--- src/rtl/sc_game_pkg.sv ---
`default_nettype none
// +----------------------------------------------------------------------+
// | sc_game_pkg: shared constants, FSM encodings and level period helper |
// | Revision: 1.0                                                        |
// +----------------------------------------------------------------------+
package sc_game_pkg;

    localparam int         c_NUM_LANES   = 4;
    localparam int         c_CNT_WIDTH   = 20;
    localparam int         c_BASE_PERIOD = 1000000;
    localparam int         c_PERIOD_STEP = 200000;
    localparam logic [3:0] c_FAST_MASK   = 4'b0101;

    localparam logic [1:0] c_ST_IDLE = 2'd0;
    localparam logic [1:0] c_ST_ARB  = 2'd1;
    localparam logic [1:0] c_ST_FROG = 2'd2;
    localparam logic [1:0] c_ST_LANE = 2'd3;

    function automatic logic [31:0] calc_period(input logic [1:0]  level,
                                                input logic [31:0] base,
                                                input logic [31:0] step);
        return base - ({30'd0, level} * step);
    endfunction

endpackage
`default_nettype wire

--- src/rtl/sc_lane_scheduler_if.sv ---
`default_nettype none
// +----------------------------------------------------------------------+
// | sc_lane_scheduler_if: game-FSM / frog / matrix-port handshake bundle |
// | Revision: 1.0                                                        |
// +----------------------------------------------------------------------+
interface sc_lane_scheduler_if
    import sc_game_pkg::*;
#(
    parameter int NUM_LANES = c_NUM_LANES
);
    logic                 SC_LANESCHEDULER_Enable_InHigh;
    logic [1:0]           SC_LANESCHEDULER_Level_InBUS;
    logic                 SC_LANESCHEDULER_FrogReq_InLow;
    logic                 SC_LANESCHEDULER_FrogAck_OutLow;
    logic [NUM_LANES-1:0] SC_LANESCHEDULER_LaneShift_OutBUS;
    logic                 SC_LANESCHEDULER_Overrun_OutHigh;

    modport master (
        output SC_LANESCHEDULER_Enable_InHigh,
        output SC_LANESCHEDULER_Level_InBUS,
        output SC_LANESCHEDULER_FrogReq_InLow,
        input  SC_LANESCHEDULER_FrogAck_OutLow,
        input  SC_LANESCHEDULER_LaneShift_OutBUS,
        input  SC_LANESCHEDULER_Overrun_OutHigh
    );

    modport slave (
        input  SC_LANESCHEDULER_Enable_InHigh,
        input  SC_LANESCHEDULER_Level_InBUS,
        input  SC_LANESCHEDULER_FrogReq_InLow,
        output SC_LANESCHEDULER_FrogAck_OutLow,
        output SC_LANESCHEDULER_LaneShift_OutBUS,
        output SC_LANESCHEDULER_Overrun_OutHigh
    );
endinterface
`default_nettype wire

--- src/rtl/sc_rr_picker.sv ---
`default_nettype none
// +----------------------------------------------------------------------+
// | sc_rr_picker: first pending lane at or after rr pointer, wrapping    |
// | Revision: 1.0                                                        |
// +----------------------------------------------------------------------+
module sc_rr_picker
    import sc_game_pkg::*;
#(
    parameter int NUM_LANES = c_NUM_LANES,
    parameter int IDX_W     = 2
) (
    input  wire logic [NUM_LANES-1:0] i_pending,
    input  wire logic [IDX_W-1:0]     i_rr_ptr,
    output logic      [IDX_W-1:0]     o_sel,
    output logic                      o_any
);
    int w_idx;

    // Scan from the farthest offset down so the closest match wins.
    always_comb begin
        o_sel = '0;
        o_any = 1'b0;
        w_idx = 0;
        for (int k = NUM_LANES - 1; k >= 0; k--) begin
            w_idx = int'(i_rr_ptr) + k;
            if (w_idx >= NUM_LANES) begin
                w_idx = w_idx - NUM_LANES;
            end
            if (i_pending[IDX_W'(w_idx)]) begin
                o_sel = IDX_W'(w_idx);
                o_any = 1'b1;
            end
        end
    end
endmodule
`default_nettype wire

--- src/rtl/sc_lane_scheduler.sv ---
`default_nettype none
// +----------------------------------------------------------------------+
// | sc_lane_scheduler: lane tick generation and matrix write-port arbiter |
// | Revision: 1.0                                                         |
// +----------------------------------------------------------------------+
module sc_lane_scheduler
    import sc_game_pkg::*;
#(
    parameter int                   NUM_LANES   = c_NUM_LANES,
    parameter int                   CNT_WIDTH   = c_CNT_WIDTH,
    parameter int                   BASE_PERIOD = c_BASE_PERIOD,
    parameter int                   PERIOD_STEP = c_PERIOD_STEP,
    parameter logic [NUM_LANES-1:0] FAST_MASK   = NUM_LANES'(c_FAST_MASK)
) (
    input  wire logic          SC_LANESCHEDULER_CLOCK_50,
    input  wire logic          SC_LANESCHEDULER_RESET_InLow,
    sc_lane_scheduler_if.slave bus
);
    localparam int IDX_W = (NUM_LANES > 1) ? $clog2(NUM_LANES) : 1;

    logic                 w_enable, w_frog_req, w_tick, w_tick_evt, w_any;
    logic [CNT_WIDTH-1:0] w_period, r_count;
    logic                 r_tick, r_tick_cnt, r_last_frog, r_overrun;
    logic [NUM_LANES-1:0] r_pending, w_tick_set, w_served;
    logic [IDX_W-1:0]     r_rr_ptr, r_sel, w_pick;
    logic [1:0]           r_state, w_state_nxt;

    assign w_enable   = bus.SC_LANESCHEDULER_Enable_InHigh;
    assign w_frog_req = ~bus.SC_LANESCHEDULER_FrogReq_InLow;
    assign w_period   = CNT_WIDTH'(calc_period(bus.SC_LANESCHEDULER_Level_InBUS,
                                               32'(BASE_PERIOD), 32'(PERIOD_STEP)));
    // >= so a level change that shortens the period below the count wraps at once.
    assign w_tick     = w_enable && (r_count >= (w_period - CNT_WIDTH'(1)));
    assign w_tick_evt = r_tick && w_enable;
    assign w_tick_set = w_tick_evt ? (FAST_MASK | {NUM_LANES{r_tick_cnt}}) : '0;
    assign w_served   = (r_state == c_ST_LANE) ? (NUM_LANES'(1) << r_sel) : '0;

    sc_rr_picker #(
        .NUM_LANES (NUM_LANES),
        .IDX_W     (IDX_W)
    ) u_picker (
        .i_pending (r_pending),
        .i_rr_ptr  (r_rr_ptr),
        .o_sel     (w_pick),
        .o_any     (w_any)
    );

    always_ff @(posedge SC_LANESCHEDULER_CLOCK_50 or negedge SC_LANESCHEDULER_RESET_InLow) begin
        if (!SC_LANESCHEDULER_RESET_InLow) begin
            r_count    <= '0;
            r_tick     <= 1'b0;
            r_tick_cnt <= 1'b0;
        end else begin
            r_tick <= w_tick;
            if (w_tick) begin
                r_count <= '0;
            end else if (w_enable) begin
                r_count <= r_count + CNT_WIDTH'(1);
            end
            if (w_tick_evt) begin
                r_tick_cnt <= ~r_tick_cnt;
            end
        end
    end

    // A lane strobed in the same cycle its tick lands is re-armed, not overrun.
    always_ff @(posedge SC_LANESCHEDULER_CLOCK_50 or negedge SC_LANESCHEDULER_RESET_InLow) begin
        if (!SC_LANESCHEDULER_RESET_InLow) begin
            r_pending <= '0;
            r_overrun <= 1'b0;
        end else begin
            if (!w_enable) begin
                r_pending <= '0;
            end else begin
                r_pending <= (r_pending & ~w_served) | w_tick_set;
            end
            if (|(w_tick_set & r_pending & ~w_served)) begin
                r_overrun <= 1'b1;
            end
        end
    end

    always_ff @(posedge SC_LANESCHEDULER_CLOCK_50 or negedge SC_LANESCHEDULER_RESET_InLow) begin
        if (!SC_LANESCHEDULER_RESET_InLow) begin
            r_sel       <= '0;
            r_rr_ptr    <= '0;
            r_last_frog <= 1'b0;
        end else begin
            if ((r_state == c_ST_ARB) && (w_state_nxt == c_ST_LANE)) begin
                r_sel <= w_pick;
            end
            if (r_state == c_ST_FROG) begin
                r_last_frog <= 1'b1;
            end
            if (r_state == c_ST_LANE) begin
                r_last_frog <= 1'b0;
                r_rr_ptr    <= (r_sel == IDX_W'(NUM_LANES - 1)) ? '0 : r_sel + IDX_W'(1);
            end
        end
    end

    always_ff @(posedge SC_LANESCHEDULER_CLOCK_50 or negedge SC_LANESCHEDULER_RESET_InLow) begin
        if (!SC_LANESCHEDULER_RESET_InLow) begin
            r_state <= c_ST_IDLE;
        end else begin
            r_state <= w_state_nxt;
        end
    end

    // The frog only wins twice in a row when no lane is waiting.
    always_comb begin
        w_state_nxt = r_state;
        if (!w_enable) begin
            w_state_nxt = c_ST_IDLE;
        end else begin
            case (r_state)
                c_ST_IDLE: w_state_nxt = c_ST_ARB;
                c_ST_ARB: begin
                    if (w_frog_req && (!r_last_frog || !w_any)) begin
                        w_state_nxt = c_ST_FROG;
                    end else if (w_any) begin
                        w_state_nxt = c_ST_LANE;
                    end
                end
                c_ST_FROG: w_state_nxt = c_ST_ARB;
                c_ST_LANE: w_state_nxt = c_ST_ARB;
                default:   w_state_nxt = c_ST_IDLE;
            endcase
        end
    end

    always_comb begin
        bus.SC_LANESCHEDULER_FrogAck_OutLow   = 1'b1;
        bus.SC_LANESCHEDULER_LaneShift_OutBUS = '1;
        case (r_state)
            c_ST_FROG: bus.SC_LANESCHEDULER_FrogAck_OutLow   = 1'b0;
            c_ST_LANE: bus.SC_LANESCHEDULER_LaneShift_OutBUS = ~w_served;
            default: ;
        endcase
    end

    assign bus.SC_LANESCHEDULER_Overrun_OutHigh = r_overrun;

endmodule
`default_nettype wire

--- src/flat_wrapper.sv ---
// flat-port wrapper written by rule: the top's interface ports become plain ports
module sc_lane_scheduler_flat import sc_game_pkg::*;
#(
    parameter int                   NUM_LANES   = c_NUM_LANES,
    parameter int                   CNT_WIDTH   = c_CNT_WIDTH,
    parameter int                   BASE_PERIOD = c_BASE_PERIOD,
    parameter int                   PERIOD_STEP = c_PERIOD_STEP,
    parameter logic [NUM_LANES-1:0] FAST_MASK   = NUM_LANES'(c_FAST_MASK)
)
  (SC_LANESCHEDULER_CLOCK_50, SC_LANESCHEDULER_RESET_InLow, bus_SC_LANESCHEDULER_Enable_InHigh, bus_SC_LANESCHEDULER_Level_InBUS, bus_SC_LANESCHEDULER_FrogReq_InLow, bus_SC_LANESCHEDULER_FrogAck_OutLow, bus_SC_LANESCHEDULER_LaneShift_OutBUS, bus_SC_LANESCHEDULER_Overrun_OutHigh);
  sc_lane_scheduler_if #(.NUM_LANES(NUM_LANES)) bus_i ();
  input  wire logic SC_LANESCHEDULER_CLOCK_50;
  input  wire logic SC_LANESCHEDULER_RESET_InLow;
  input wire logic [$bits(bus_i.SC_LANESCHEDULER_Enable_InHigh)-1:0] bus_SC_LANESCHEDULER_Enable_InHigh;
  input wire logic [$bits(bus_i.SC_LANESCHEDULER_Level_InBUS)-1:0] bus_SC_LANESCHEDULER_Level_InBUS;
  input wire logic [$bits(bus_i.SC_LANESCHEDULER_FrogReq_InLow)-1:0] bus_SC_LANESCHEDULER_FrogReq_InLow;
  output wire logic [$bits(bus_i.SC_LANESCHEDULER_FrogAck_OutLow)-1:0] bus_SC_LANESCHEDULER_FrogAck_OutLow;
  output wire logic [$bits(bus_i.SC_LANESCHEDULER_LaneShift_OutBUS)-1:0] bus_SC_LANESCHEDULER_LaneShift_OutBUS;
  output wire logic [$bits(bus_i.SC_LANESCHEDULER_Overrun_OutHigh)-1:0] bus_SC_LANESCHEDULER_Overrun_OutHigh;
  assign bus_i.SC_LANESCHEDULER_Enable_InHigh = bus_SC_LANESCHEDULER_Enable_InHigh;
  assign bus_i.SC_LANESCHEDULER_Level_InBUS = bus_SC_LANESCHEDULER_Level_InBUS;
  assign bus_i.SC_LANESCHEDULER_FrogReq_InLow = bus_SC_LANESCHEDULER_FrogReq_InLow;
  assign bus_SC_LANESCHEDULER_FrogAck_OutLow = bus_i.SC_LANESCHEDULER_FrogAck_OutLow;
  assign bus_SC_LANESCHEDULER_LaneShift_OutBUS = bus_i.SC_LANESCHEDULER_LaneShift_OutBUS;
  assign bus_SC_LANESCHEDULER_Overrun_OutHigh = bus_i.SC_LANESCHEDULER_Overrun_OutHigh;
  sc_lane_scheduler #(.NUM_LANES(NUM_LANES), .CNT_WIDTH(CNT_WIDTH), .BASE_PERIOD(BASE_PERIOD), .PERIOD_STEP(PERIOD_STEP), .FAST_MASK(FAST_MASK)) u_core (.SC_LANESCHEDULER_CLOCK_50(SC_LANESCHEDULER_CLOCK_50), .SC_LANESCHEDULER_RESET_InLow(SC_LANESCHEDULER_RESET_InLow), .bus(bus_i));
endmodule
--- config.mk ---
export PLATFORM = sky130hd
export DESIGN_NAME = sc_lane_scheduler_flat
export DESIGN_NICKNAME = d
export VERILOG_FILES = /design/src/rtl/sc_game_pkg.sv /design/src/rtl/sc_lane_scheduler_if.sv /design/src/rtl/sc_rr_picker.sv /design/src/rtl/sc_lane_scheduler.sv /design/src/flat_wrapper.sv
export SDC_FILE = /design/constraint.sdc
export NUM_CORES = 1
export LEC_CHECK = 0
export CAP_MARGIN = 20
export CORE_MARGIN = 1
export CORE_UTILIZATION = 35
export CTS_CLUSTER_DIAMETER = 200
export CTS_CLUSTER_SIZE = 12
export DETAILED_ROUTE_END_ITERATION = 7
export PLACE_DENSITY = 0.5
export SLEW_MARGIN = 20
export SYNTH_ARGS = -nofsm -noshare
export SYNTH_HDL_FRONTEND = slang
export SYNTH_HIERARCHICAL = 1
export SYNTH_SLANG_ARGS = --single-unit
--- constraint.sdc ---
create_clock -name SC_LANESCHEDULER_CLOCK_50 -period 1.91 [get_ports SC_LANESCHEDULER_CLOCK_50]
set_clock_uncertainty 0.2 [all_clocks]
set_input_delay 0.382 -clock SC_LANESCHEDULER_CLOCK_50 [delete_from_list [all_inputs] [get_ports SC_LANESCHEDULER_CLOCK_50]]
set_output_delay 0.382 -clock SC_LANESCHEDULER_CLOCK_50 [all_outputs]
set_load 0.01 [all_outputs]
After elaboration in Yosys (flattened, before gate mapping)
Index checks and enable logic that the tools add are counted.
{"block": "word_totals", "reg_bits": 34, "inputBits": 6, "out_inout_bits": 6, "wordCells": 93}
{"block": "classes", "add_sub_neg": 11, "mul": 1, "magnitude_cmp": 9, "n_eq_ne": 5, "shifts": 1, "mux": 38, "bitwise": 7, "reduce_logical": 12}
{"operator": "20-bit two-way mux", "count": 2}
{"operator": "2-bit two-way mux", "count": 12}
{"operator": "20-bit by 1-bit adder with 20-bit output (second input constant)", "count": 1}
{"operator": "20-bit greater-or-equal comparator", "count": 1}
{"operator": "20-bit by 1-bit subtractor with 20-bit output (second input constant)", "count": 1}
{"operator": "20-bit subtractor (first input constant)", "count": 1}
{"operator": "2-bit by 4-bit less-than comparator with 1-bit output (second input constant)", "count": 4}
{"operator": "4-bit two-way mux", "count": 4}
{"operator": "1-bit two-way mux", "count": 15}
{"operator": "2-bit by 12-bit multiplier with 14-bit output (second input constant)", "count": 1}
{"operator": "4-bit bitwise AND", "count": 3}
{"operator": "3-bit greater-or-equal comparator (second input constant)", "count": 3}
{"operator": "1-bit binary-select mux with 2-bit select", "count": 4}
{"operator": "2-bit equality test (second input constant)", "count": 4}
{"operator": "2-bit by 1-bit subtractor with 2-bit output (second input constant)", "count": 4}
{"operator": "2-bit by 2-bit adder with 3-bit output (second input constant)", "count": 2}
{"operator": "1-bit logical AND", "count": 4}
{"operator": "4-bit NOT", "count": 1}
{"operator": "4-bit bitwise OR", "count": 1}
{"operator": "2-bit case mux with 2 select lines", "count": 1}
{"operator": "2-bit nonzero test", "count": 2}
{"operator": "4-bit OR reduction", "count": 1}
{"operator": "1-bit by 2-bit << shifter with 4-bit output (first input constant)", "count": 1}
{"operator": "2-bit by 1-bit adder with 3-bit output (second input constant)", "count": 1}
{"operator": "other kinds (8)", "count": 10}

Logic depth before layout (Yosys ltp)
{"block": "depth", "depth_word": 18, "ltp_mapped": 10, "ltp_nobuf": 9}

Cells and area by module
Netlist, hierarchy kept.
{"module": "sc_lane_scheduler", "instances": 1, "cells_each": 215, "area_each_um2": 2078.2, "seq_area_each_um2": 850.8}
{"module": "sc_rr_picker", "instances": 1, "cells_each": 13, "area_each_um2": 77.6, "seq_area_each_um2": 0.0}

Worst setup path after synthesis
OpenSTA, ideal clock, no wires.
{"block": "synth_path", "path_type": "input to register", "from": "input bus_SC_LANESCHEDULER_Level_InBUS[0]", "to": "register u_core.r_count[19]", "setup_time_ns": 0.119, "arrival_time_ns": 2.121, "required_time_ns": 1.591, "path_slack_ns": -0.530, "path_stages": 10, "path_buffers": 1, "cell_sequence": "inv_1 -> ha_1 -> xor2_1 -> ha_1 -> nand4b_1 -> nor4_1 -> a22oi_2 -> a21oi_4 -> buf_6 -> nor2_1"}
{"block": "synth_between", "elab_chain_len": 6, "elab_cells_between_ends": 7, "classes_between": "add/sub: 2; mul: 1; order compare: 1; mux: 1; reduce/logical: 2"}
{"element": "from (decl)", "line": "flat_wrapper.sv:15", "rtl": "input wire logic [$bits(bus_i.SC_LANESCHEDULER_Level_InBUS)-1:0] bus_SC_LANESCHEDULER_Level_InBUS;"}
{"element": "2-bit by 12-bit multiplier with 14-bit output *", "line": "sc_game_pkg.sv:22", "rtl": "return base - ({30'd0, level} * step);"}
{"element": "20-bit subtractor *", "line": "sc_game_pkg.sv:22"}
{"element": "20-bit by 1-bit subtractor with 20-bit output *", "line": "sc_lane_scheduler.sv:33", "rtl": "assign w_tick = w_enable && (r_count >= (w_period - CNT_WIDTH'(1)));"}
{"element": "20-bit greater-or-equal comparator *", "line": "sc_lane_scheduler.sv:33"}
{"element": "1-bit logical AND *", "line": "sc_lane_scheduler.sv:33"}
{"element": "via u_core.w_tick", "line": "sc_lane_scheduler.sv:21", "rtl": "logic w_enable, w_frog_req, w_tick, w_tick_evt, w_any;"}
{"element": "20-bit two-way mux or 2-bit nonzero test (tied branches)"}
{"element": "to (signal assigned)", "line": "sc_lane_scheduler.sv:58", "rtl": "r_count <= r_count + CNT_WIDTH'(1);"}
{"element": "to (decl)", "line": "sc_lane_scheduler.sv:22", "rtl": "logic [CNT_WIDTH-1:0] w_period, r_count;"}
Mark *: on every way through the listed nets, which the timed path passes. The rest lies on a longest branch.
A chain may end at the register's enable or synchronous reset.

Final worst setup path
{"block": "layout_path", "from": "input bus_SC_LANESCHEDULER_Level_InBUS[1]", "to": "register u_core.r_count[3]"}
{"block": "layout_between", "elab_chain_len": 6, "elab_cells_between_ends": 7, "classes_between": "add/sub: 2; mul: 1; order compare: 1; mux: 1; reduce/logical: 2"}
{"element": "2-bit by 12-bit multiplier with 14-bit output *", "line": "sc_game_pkg.sv:22"}
{"element": "20-bit subtractor *", "line": "sc_game_pkg.sv:22"}
{"element": "20-bit by 1-bit subtractor with 20-bit output *", "line": "sc_lane_scheduler.sv:33"}
{"element": "20-bit greater-or-equal comparator *", "line": "sc_lane_scheduler.sv:33"}
{"element": "1-bit logical AND *", "line": "sc_lane_scheduler.sv:33"}
{"element": "20-bit two-way mux or 2-bit nonzero test (tied branches)"}
Every way passes the cells marked *; elsewhere a longest branch is shown, timed or not.

==> impl_metrics.csv <==
group,metric,value,unit
timing,timing.final.ws_setup,-0.171,ns
floorplan,full_die_area,0.00648,sq mm
timing,setup_viol_count_final,21,
cts,cts_h_tree_depth,2,
routing,drc_violations_left,0,
timing,rsz_0062_raised_after_global_routing,"true",
setup_path,arrival,2.05,ns
setup_path,critical-path-slowest-cell,"sky130_fd_sc_hd__nor4_2",
grt,pin_count_of_the_biggest_net_entering_global_routing,35,
power,p_int,1290,uW
cts,clk_pin_slew_worst_paths,0.07,ns
floorplan,die_h,80.5,um
cts,clk_path_buf_depth,2,
routing,top_signal_layer_used,"met4",
finish,final-instance-count-excl-fill,363,
timing,worstMarginPinSlew,0.393,ns
timing,maxClockFrequency,481,MHz
timing,timing.final.hold_violations,0,
logic_synthesis,ys.warnings.count,6,
routing,met3_wirelength,199,um
logic_synthesis,netlist.area_leader.share,39.5,%
routing,num_vias,1756,
finish,synthesis_to_finish_area_growth,40.3,%
routing,wl_met1,2480,um
setup_path,critical-path-max-stage-delay,0.34,ns
power,net-switching-power,543,uW
power,peak_supply_drop,0.000279,V
floorplan,initial_core_util,36.4,%
grt,antenna_violations_before_repair,0,
power,power_frac_seq,48.5,%
run,maxCapViolCount,0,
placement,hpwl,3680,um
routing,drt_pre_antenna_iters,4,
logic_synthesis,syn-cell-area,0.00216,sq mm
cts,cts_buffers,5,
placement,placement.io_buffers,11,
power,switching_part_of_the_total_power,29.7,%
setup_path,critical-path-top-delay-family,"adder cells",
placement,globalplace.congestion,0.790,
grt,vias_in_the_first_global_route,1702,
logic_synthesis,syn-mean-instance-area,9.46,sq um
power,p_clk_share,30.0,%
logic_synthesis,postSynthCellCount,228,
timing,tightest_slew_margin_relative_to_the_limit,73.8,%
logic_synthesis,postSynthNetCount,259,
logic_synthesis,synth.largest_area_cell,"sky130_fd_sc_hd__dfrtp_1",
finish,seq_area,853,sq um
timing,maxSlewViolCount,0,
timing,final.hold.worst_slack,0.259,ns
finish,fillCellCount,547,
floorplan,placementRows,28,
floorplan,chipWidth,80.5,um
routing,detail_route.wl_per_cell,13.5,um
floorplan,num_io_pins,12,
logic_synthesis,ys_seq_area_share,39.5,%
placement,dpl.cell_count,347,
cts,library_cell_used_as_clock_root_buffer,"sky130_fd_sc_hd__clkbuf_8",
status,failed_checks,"negative setup slack",
timing,layout_worst_path_cycle_share,109,%
routing,antenna_left,0,
logic_synthesis,synthMostInstantiatedCell,"sky130_fd_sc_hd__dfrtp_1",
logic_synthesis,dominantRegCellSynth,"sky130_fd_sc_hd__dfrtp_1",
setup_path,worst-path-buf-inv,3,
routing,detail_route.iter0.violations,91,
setup_path,worstPathCellList,"buf_12 -> inv_12 -> ha_4 -> ha_4 -> nand4_1 -> nor4_2 -> a22oi_2 -> buf_6 -> a31oi_4 -> o22ai_2",
logic_synthesis,synth_top_cells_by_count,"sky130_fd_sc_hd__dfrtp_1 (34), sky130_fd_sc_hd__nor2_1 (29), sky130_fd_sc_hd__ha_1 (25)",
cts,hold_fix_buffers_cts,0,
power,p_per_area,605,mW/mm^2
cts,clkSinkCount,34,
setup_path,endpoint_type_of_the_worst_setup_path,"flop",
finish,antenna_cells_inserted,0,
setup_path,path_common_cell,"sky130_fd_sc_hd__ha_4",
finish,nets_final,318,
logic_synthesis,yosys.cell_types.count,41,
timing,post-route-min-period,2.08,ns
worst_hold_path,min-delay-path-class,"in -> async",
cts,insertion_delay,0.29,ns
routing,finalWirelength,4910,um
grt,grt_pass1_wl,8210,um
setup_path,worstSetupStartpointType,"input pin",
routing,met2_wirelength,2180,um
routing,avgViaCountPerCell,4.84,
grt,global_route.usage.total,17.1,%
setup_path,path_class,"in -> reg",
logic_synthesis,number_of_synthesized_flops_with_an_enable_pin,0,
floorplan,placeableCoreArea,0.00592,sq mm
setup_path,cp.required,1.88,ns
grt,globalRouteOverflowTotal,0,
power,p_leak,0.00131,uW
finish,post_route_cells_drive_above_1_share,37.5,%
finish,multiInputGateArea,0.00142,sq mm
status,status,"complete, but fails checks",
cts,cts_tree,"yes",
logic_synthesis,ys_async_sr_fraction,100,%
power,combPwrFrac,21.5,%
logic_synthesis,postSynthRegisterBits,34,
logic_synthesis,yosys-top-cells-area,"sky130_fd_sc_hd__dfrtp_1 (39%), sky130_fd_sc_hd__ha_1 (15%), sky130_fd_sc_hd__xnor2_1 (5.3%)",
setup_path,cp_max_fo,6,
[cell type report]
| class | instances | area share [%] |
|---|---|---|
| inverters | 20 | 3.23 |
| clock inverters | 1 | 0.165 |
| flip-flops and latches | 34 | 28.2 |
| well taps | 75 | 3.10 |
| multi-input cells | 171 | 47.0 |
| clock buffers | 7 | 2.85 |
| repair buffers | 55 | 15.4 |
[power by group through the flow]
stage	logic, uW	registers [uW]	clock network (uW)
2_1_floorplan	183	885	0
3_3_place_gp	336	903	0
3_5_place_dp	341	902	0
4_1_cts	373	885	578
5_1_grt	440	898	612
6_report	393	888	549
[layer usage]
layer	vias to the layer above	global-route usage [%]
li1	903	-
met5	-	0
met3	5	4.77
met2	23	25.1
met4	0	4.29
met1	825	24.6
[sequential cells by signal (all words and copies together) (netlist names), 2 cells and up]
name,flops
u_core/r_count,20
u_core/r_pending,4
u_core/r_state,2
u_core/r_sel,2
u_core/r_rr_ptr,2
[kinds of logic (layout without fill, tap and decap cells)]
family / after synthesis / after routing / share of synthesized area, %
compound gates: 33 / 33 / 9.98
xor+xnor: 17 / 17 / 6.91
fa+ha+maj: 25 / 25 / 14.5
buf+inv: 23 / 83 / 4.41
flops: 34 / 34 / 39.5
mux: 4 / 4 / 2.03
simple gates: 92 / 92 / 22.7
[per-stage QoR]
stage / utilization [%] / instance area [sq um] / setup TNS, ns / total power, uW / setup WS [ns]
3_3_place_gp: 45.6 / 2700 / -22.91 / 1240 / -1.11
2_1_floorplan: - / 2230 / -4.58 / 1070 / -0.286
3_5_place_dp: 45.6 / 2700 / -24.33 / 1240 / -1.19
6_report: 51.1 / 3020 / -3.11 / 1830 / -0.171
5_1_grt: 51.1 / 3020 / -4.78 / 1950 / -0.256
4_1_cts: 49.2 / 2920 / -5.33 / 1840 / -0.286
[worst paths after layout]
kind	from	endpoint	slack, ns	cells past startpoint
setup reg to reg	u_core/r_count[18]	u_core/r_count[3]	-0.14	7
hold / removal	SC_LANESCHEDULER_RESET_InLow	u_core/r_last_frog	0.26	2
setup / recovery	bus_SC_LANESCHEDULER_Level_InBUS[1]	u_core/r_count[3]	-0.17	10
min in group SC_LANESCHEDULER_CLOCK_50	u_core/bus.SC_LANESCHEDULER_Overrun_OutHigh	u_core/bus.SC_LANESCHEDULER_Overrun_OutHigh	0.28	1
hold reg to reg	u_core/bus.SC_LANESCHEDULER_Overrun_OutHigh	u_core/bus.SC_LANESCHEDULER_Overrun_OutHigh	0.28	1
max in group asynchronous	SC_LANESCHEDULER_RESET_InLow	u_core/r_state[1]	1.06	2
[worst reg2reg max path, cell delays in order, from the launching register on]
cell and delay (ns):
sky130_fd_sc_hd__dfrtp_1 0.42, sky130_fd_sc_hd__ha_4 0.28, sky130_fd_sc_hd__nand4_1 0.18, sky130_fd_sc_hd__nor4_2 0.34, sky130_fd_sc_hd__a22oi_2 0.12, sky130_fd_sc_hd__buf_6 0.16
sky130_fd_sc_hd__a31oi_4 0.13, sky130_fd_sc_hd__o22ai_2 0.10
[cell usage in the layout (no fill, tap or decap), drive strengths merged, types with 2 or more instances in the layout]
master / netlist / routed
buf: 2 / 46
dfrtp: 34 / 34
nor2: 31 / 31
ha: 25 / 25
inv: 20 / 20
nand2: 19 / 19
xnor2: 13 / 13
nand3: 12 / 12
a21oi: 12 / 12
clkbuf: 1 / 11
nand4: 8 / 8
o21ai: 8 / 8
nand2b: 5 / 5
clkdlybuf4s50: 0 / 4
a211oi: 4 / 4
xor2: 4 / 4
nor3: 4 / 4
mux2: 3 / 3
nor4: 3 / 3
and4: 3 / 3
a31oi: 3 / 3
and2: 2 / 2
o22ai: 2 / 2
[timing repair]
action	in CTS	in global routing
buffers inserted	6	3
gates cloned	0	0
setup endpoints to repair	26	26
pin swaps	24	17
resized for setup	39	31
No activity file was read; power rests on OpenSTA's default activity.
